### src/rtl/dmem_arbiter_if.sv
// dmem_arbiter_if: processor, accelerator and dmem signals shared through the arbiter.
// The arbiter takes the slave view; requesters and the memory take the master view.
interface dmem_arbiter_if #(
    parameter int ADDR_W = 32,
    parameter int DATA_W = 32
);
    logic              p_req;
    logic              p_wren;
    logic [ADDR_W-1:0] p_addr;
    logic [DATA_W-1:0] p_wdata;
    logic              p_ack;
    logic [DATA_W-1:0] p_rdata;
    logic              p_rvalid;
    logic              a_req;
    logic              a_wren;
    logic [ADDR_W-1:0] a_addr;
    logic [DATA_W-1:0] a_wdata;
    logic              a_ack;
    logic [DATA_W-1:0] a_rdata;
    logic              a_rvalid;
    logic [ADDR_W-1:0] address_dmem;
    logic [DATA_W-1:0] data;
    logic              wren;
    logic [DATA_W-1:0] q_dmem;

    modport slave (
        input  p_req, p_wren, p_addr, p_wdata, a_req, a_wren, a_addr, a_wdata, q_dmem,
        output p_ack, p_rdata, p_rvalid, a_ack, a_rdata, a_rvalid, address_dmem, data, wren
    );

    modport master (
        output p_req, p_wren, p_addr, p_wdata, a_req, a_wren, a_addr, a_wdata, q_dmem,
        input  p_ack, p_rdata, p_rvalid, a_ack, a_rdata, a_rvalid, address_dmem, data, wren
    );
endinterface

### src/rtl/dmem_arbiter.sv
// dmem_arbiter: shares the single-port dmem between processor (P) and accelerator (A).
// Define DMEM_ARB_ROUND_ROBIN_EN to break IDLE ties toward the side that did not own last.
module dmem_arbiter #(
    parameter int ADDR_W   = 32,
    parameter int DATA_W   = 32,
    parameter int MAX_HOLD = 4
) (
    input logic          clock,
    input logic          reset,
    dmem_arbiter_if.slave bus
);
    typedef enum logic [1:0] {IDLE, OWN_P, OWN_A} state_t;

    localparam int HW = MAX_HOLD > 1 ? $clog2(MAX_HOLD) : 1;
    localparam logic [HW-1:0] HOLD_MAX = HW'(MAX_HOLD - 1);

    state_t        state_q, state_d;
    logic [HW-1:0] hold_q, hold_d;
    logic          rd_pend_p_q, rd_pend_p_d;
    logic          rd_pend_a_q, rd_pend_a_d;
    logic          own_p, own_a, p_ack, a_ack, hold_hit, tie_p;

    assign own_p    = state_q == OWN_P;
    assign own_a    = state_q == OWN_A;
    assign p_ack    = own_p & bus.p_req;
    assign a_ack    = own_a & bus.a_req;
    assign hold_hit = hold_q == HOLD_MAX;

`ifdef DMEM_ARB_ROUND_ROBIN_EN
    logic last_owner_q, last_owner_d;  // 1 = A owned last

    assign tie_p = last_owner_q;

    always_comb begin
        last_owner_d = (state_d == OWN_P && !own_p) ? 1'b0 :
                       (state_d == OWN_A && !own_a) ? 1'b1 : last_owner_q;
    end

    always_ff @(posedge clock or posedge reset) begin
        if (reset) last_owner_q <= 1'b1;
        else       last_owner_q <= last_owner_d;
    end
`else
    assign tie_p = 1'b1;
`endif

    assign bus.p_ack        = p_ack;
    assign bus.a_ack        = a_ack;
    assign bus.address_dmem = own_p ? bus.p_addr : own_a ? bus.a_addr : '0;
    assign bus.data         = own_p ? bus.p_wdata : own_a ? bus.a_wdata : '0;
    assign bus.wren         = (p_ack & bus.p_wren) | (a_ack & bus.a_wren);
    assign bus.p_rdata      = bus.q_dmem;
    assign bus.a_rdata      = bus.q_dmem;
    assign bus.p_rvalid     = rd_pend_p_q;
    assign bus.a_rvalid     = rd_pend_a_q;

    always_comb begin
        state_d = own_p ? (!bus.p_req ? (bus.a_req ? OWN_A : IDLE) :
                           (hold_hit && bus.a_req) ? OWN_A : OWN_P) :
                  own_a ? (!bus.a_req ? (bus.p_req ? OWN_P : IDLE) :
                           (hold_hit && bus.p_req) ? OWN_P : OWN_A) :
                  bus.p_req ? ((bus.a_req && !tie_p) ? OWN_A : OWN_P) :
                  bus.a_req ? OWN_A : IDLE;
        // Counter saturates while the other side stays quiet.
        hold_d = (state_d != state_q || state_d == IDLE) ? '0 :
                 ((p_ack || a_ack) && !hold_hit) ? hold_q + HW'(1) : hold_q;
        rd_pend_p_d = p_ack & ~bus.p_wren;
        rd_pend_a_d = a_ack & ~bus.a_wren;
    end

    always_ff @(posedge clock or posedge reset) begin
        if (reset) begin
            state_q     <= IDLE;
            hold_q      <= '0;
            rd_pend_p_q <= 1'b0;
            rd_pend_a_q <= 1'b0;
        end else begin
            state_q     <= state_d;
            hold_q      <= hold_d;
            rd_pend_p_q <= rd_pend_p_d;
            rd_pend_a_q <= rd_pend_a_d;
        end
    end
endmodule

### src/flat_wrapper.sv
// flat-port wrapper written by rule: the top's interface ports become plain ports
module dmem_arbiter_flat 
#(
    parameter int ADDR_W   = 32,
    parameter int DATA_W   = 32,
    parameter int MAX_HOLD = 4
)
  (clock, reset, bus_p_req, bus_p_wren, bus_p_addr, bus_p_wdata, bus_a_req, bus_a_wren, bus_a_addr, bus_a_wdata, bus_q_dmem, bus_p_ack, bus_p_rdata, bus_p_rvalid, bus_a_ack, bus_a_rdata, bus_a_rvalid, bus_address_dmem, bus_data, bus_wren);
  dmem_arbiter_if #(.ADDR_W(ADDR_W), .DATA_W(DATA_W)) bus_i ();
  input logic clock;
  input logic reset;
  input wire logic [$bits(bus_i.p_req)-1:0] bus_p_req;
  input wire logic [$bits(bus_i.p_wren)-1:0] bus_p_wren;
  input wire logic [$bits(bus_i.p_addr)-1:0] bus_p_addr;
  input wire logic [$bits(bus_i.p_wdata)-1:0] bus_p_wdata;
  input wire logic [$bits(bus_i.a_req)-1:0] bus_a_req;
  input wire logic [$bits(bus_i.a_wren)-1:0] bus_a_wren;
  input wire logic [$bits(bus_i.a_addr)-1:0] bus_a_addr;
  input wire logic [$bits(bus_i.a_wdata)-1:0] bus_a_wdata;
  input wire logic [$bits(bus_i.q_dmem)-1:0] bus_q_dmem;
  output wire logic [$bits(bus_i.p_ack)-1:0] bus_p_ack;
  output wire logic [$bits(bus_i.p_rdata)-1:0] bus_p_rdata;
  output wire logic [$bits(bus_i.p_rvalid)-1:0] bus_p_rvalid;
  output wire logic [$bits(bus_i.a_ack)-1:0] bus_a_ack;
  output wire logic [$bits(bus_i.a_rdata)-1:0] bus_a_rdata;
  output wire logic [$bits(bus_i.a_rvalid)-1:0] bus_a_rvalid;
  output wire logic [$bits(bus_i.address_dmem)-1:0] bus_address_dmem;
  output wire logic [$bits(bus_i.data)-1:0] bus_data;
  output wire logic [$bits(bus_i.wren)-1:0] bus_wren;
  assign bus_i.p_req = bus_p_req;
  assign bus_i.p_wren = bus_p_wren;
  assign bus_i.p_addr = bus_p_addr;
  assign bus_i.p_wdata = bus_p_wdata;
  assign bus_i.a_req = bus_a_req;
  assign bus_i.a_wren = bus_a_wren;
  assign bus_i.a_addr = bus_a_addr;
  assign bus_i.a_wdata = bus_a_wdata;
  assign bus_i.q_dmem = bus_q_dmem;
  assign bus_p_ack = bus_i.p_ack;
  assign bus_p_rdata = bus_i.p_rdata;
  assign bus_p_rvalid = bus_i.p_rvalid;
  assign bus_a_ack = bus_i.a_ack;
  assign bus_a_rdata = bus_i.a_rdata;
  assign bus_a_rvalid = bus_i.a_rvalid;
  assign bus_address_dmem = bus_i.address_dmem;
  assign bus_data = bus_i.data;
  assign bus_wren = bus_i.wren;
  dmem_arbiter #(.ADDR_W(ADDR_W), .DATA_W(DATA_W), .MAX_HOLD(MAX_HOLD)) u_core (.clock(clock), .reset(reset), .bus(bus_i));
endmodule
### config.mk
export PLATFORM = sky130hd
export DESIGN_NAME = dmem_arbiter_flat
export DESIGN_NICKNAME = d
export VERILOG_FILES = /design/src/rtl/dmem_arbiter_if.sv /design/src/rtl/dmem_arbiter.sv /design/src/flat_wrapper.sv
export SDC_FILE = /design/constraint.sdc
export NUM_CORES = 1
export LEC_CHECK = 0
export CAP_MARGIN = 30
export CORE_AREA = 2 2 115 117
export DETAILED_ROUTE_END_ITERATION = 12
export DIE_AREA = 0 0 117 119
export DONT_BUFFER_PORTS = 1
export GPL_TIMING_DRIVEN = 1
export PLACE_DENSITY = 0.32
export SKIP_CTS_REPAIR_TIMING = 1
export SLEW_MARGIN = 20
export SYNTH_ARGS = -nofsm -noshare
export SYNTH_HDL_FRONTEND = slang
export SYNTH_SLANG_ARGS = --single-unit
### constraint.sdc
create_clock -name clock -period 1.7 [get_ports clock]
set_input_delay 0.34 -clock clock [delete_from_list [all_inputs] [get_ports clock]]
set_output_delay 0.34 -clock clock [all_outputs]
set_load 0.02 [all_outputs]
==> run metrics <==
clock period minus worst slack=1.76 ns; global-route wire length before repair=6.29 mm; Final ANT Viol Nets=0; Yosys reg bits=6; n_diodes=0; Reg power frac=12.7%; synthesized-area fraction occupied by and/or/nand/nor cells=5.61%; arrival time worst endpoint=1.42 ns; LEAKAGE=0.000859 µW; Root Buffer=clkbuf_16; sw power=451 µW; Synthesized Nets=342; number of global-route vias before repair=956; final worst-path setup slack=-0.0571 ns; Net Sw Frac=36.6%; cell count after synthesis=175; multiplexer area fraction after synthesis=0.669%; drt drc=0; Buffers on Ports=0; Worst Hold End=u_core.bus.p_rvalid; WL final=7.20 mm; Clk pin slew, worst setup/hold paths=0.03 ns; hold path cells=1; Clock Latency Late Sink=0.23 ns; Peak VDD IR=390 µV; final worst-path cycle share=103%; Initial Utilization=11.6%; WL per Instance=24.2 µm; clock share of power=31.2%; io pins=299; failing checks=negative setup slack; Hold Vio Cnt, Final=0; worst hold start=bus_p_wren; crit-path max FO=12; share of layout cells above drive strength 1=76.2%; power density over cell area=607 mW/mm²; RR Endpoint=u_core.state_q[0]; Final nets=291; vias=1215; total grt overflow=0; Rows=42; Ys Warns=0; Worst EP required=1.36 ns; first-pass iteration count of the detailed router=4; Cell variety after synth=19; Reg2Reg Depth=5; Seq/Total Area, Yosys=10.0%; run status=finished, violations left; CTS tree=yes; area growth from synthesis to layout=35.8%; pre-CTS setup slack=0.104 ns; Netlist Area Pre-Place=0.00150 mm²; RSZ-0062 raised after global routing=true; largest net degree at the start of global routing=42; Max-Cap Viols=0; die area=0.0139 mm²; critical path class=register to output pin; HP Class=input pin to register; reg-to-reg startpoint=u_core.state_q[0]; CTS Buf Count=3; gr usage total=6.17%; fillers=1410; Layout Skew=0.000714 ns; Power Total=1230 µW; R2R Setup Slk=0.37 ns; worst-case clock buffer depth=2; maximum clock rate=569 MHz; Final Wtd Congestion=0.678; Setup Viol. Count Final=64; Worst-Margin Slew=0.266 ns; initial antenna violation count=0; complex-gate fraction of the synthesized area=41.1%; max-slew violations=0; via/cell ratio=4.08; Slew headroom=82.3%; syn_area_per_cell=8.54 µm²; crit path capture type=output pin; final instance area=0.00203 mm²; Placed Instance Area=0.00119 mm²; Combinational Power Share=56.0%; Die W=117 µm; CP Launch Type=register; Starting DRT DRC Count=37; CTS sink cnt=6; Synth Area in Adders=0.837%; largest family of logic cells by synthesized area=buffers and inverters; XOR/XNOR Fraction of Synth Area=0%; Int Pwr=781 µW; H-tree Lvls=1; Total Neg Setup Slack=-2.61 ns; core area=0.0129 mm²; Hold Slack=0.172 ns; Die Span Y=119 µm
[placed cells by master (no fill, tap or decap)]
master and instances:
buf_4 4, ha_1 1, mux2i_1 1, nor2b_1 2, nor2b_4 1, a22oi_1 1, buf_6 5, dfrtp_1 5
dfrtp_2 1, a21oi_1 3, dlygate4sd3_1 1, o211ai_1 1, a22o_2 16, a21o_1 1, nand3_1 2, nand4bb_1 2
and3b_1 2, clkbuf_16 8, and2b_4 1, o21a_1 1, buf_12 9, nand2_1 2, a22o_4 48, a22o_1 1
inv_1 3
[kinds of logic after synthesis]
group / count (synthesis)
buffers and inverters: 83
AO/OA/AOI/OAI: 72
adder cells (fa/ha/maj): 1
multiplexers: 1
AND/OR/NAND/NOR: 12
flip-flops: 6
[Yosys cell counts, drive strengths merged]
| library cell | n | share of area [%] |
|---|---|---|
| buf | 80 | 41 |
| a22o | 65 | 38 |
| dfrtp | 6 | 10 |
| a21oi | 3 | 1.0 |
| inv | 3 | 0.75 |
| nor2b | 3 | 1.3 |
| and3b | 2 | 1.2 |
| nand2 | 2 | 0.50 |
| nand3 | 2 | 0.67 |
| nand4bb | 2 | 1.5 |
| a21o | 1 | 0.50 |
| a22oi | 1 | 0.50 |
| and2b | 1 | 0.50 |
| ha | 1 | 0.84 |
| mux2i | 1 | 0.67 |
| o211ai | 1 | 0.50 |
| o21a | 1 | 0.50 |
[power groups by stage]
stage	clock network (µW)	logic (µW)	registers, µW
2_1_floorplan	0	613	157
3_3_place_gp	0	425	159
3_5_place_dp	0	427	160
4_1_cts	390	428	158
5_1_grt	398	724	158
6_report	385	690	157
[how the worst max path moves through the flow]
stage,startpoint,to,slack (ns)
floorplan,u_core.state_q[0],bus_address_dmem[0],0.23
global placement,u_core.state_q[0],bus_data[31],0.14
detailed placement,u_core.state_q[0],bus_data[28],0.10
CTS,u_core.state_q[0],bus_data[28],-0.14
global route,u_core.state_q[1],bus_data[31],-0.09
finish,u_core.state_q[1],bus_data[14],-0.06
[registers in the layout (all words and copies together), names as in the netlist]
register / count
u_core.bus.a_rvalid: 1
u_core.state_q: 2
u_core.hold_q: 2
u_core.bus.p_rvalid: 1
[worst max-delay path, stage by stage (launching register included)]
cell and delay [ns]:
dfrtp_2 0.43, and2b_4 0.20, buf_12 0.14, buf_12 0.14
a22o_2 0.26
[layer usage]
layer,up-vias,track usage [%],wire length (µm)
li1,495,-,-
met1,575,7.01,2890
met2,127,10.8,3640
met3,18,2.14,583
met4,0,1.76,87
met5,-,0,0
[final cells by class]
| cell class | instances | area, µm² | share of cell area (%) |
|---|---|---|---|
| flip-flops and latches | 6 | 151 | 7.46 |
| clock buffers | 3 | 75.1 | 3.70 |
| repair buffers | 24 | 402 | 19.8 |
| inverters | 3 | 11.3 | 0.555 |
| well taps | 176 | 220 | 10.8 |
| multi-input cells | 86 | 1170 | 57.7 |
[stage by stage]
| step | util [%] | instances |
|---|---|---|
| global route | 15.8 | 298 |
| floorplan | - | 175 |
| detailed placement | 9.27 | 277 |
| CTS | 9.85 | 280 |
| global placement | 9.27 | 277 |
| finish | 15.8 | 298 |
(Power assumes the default switching activity.)
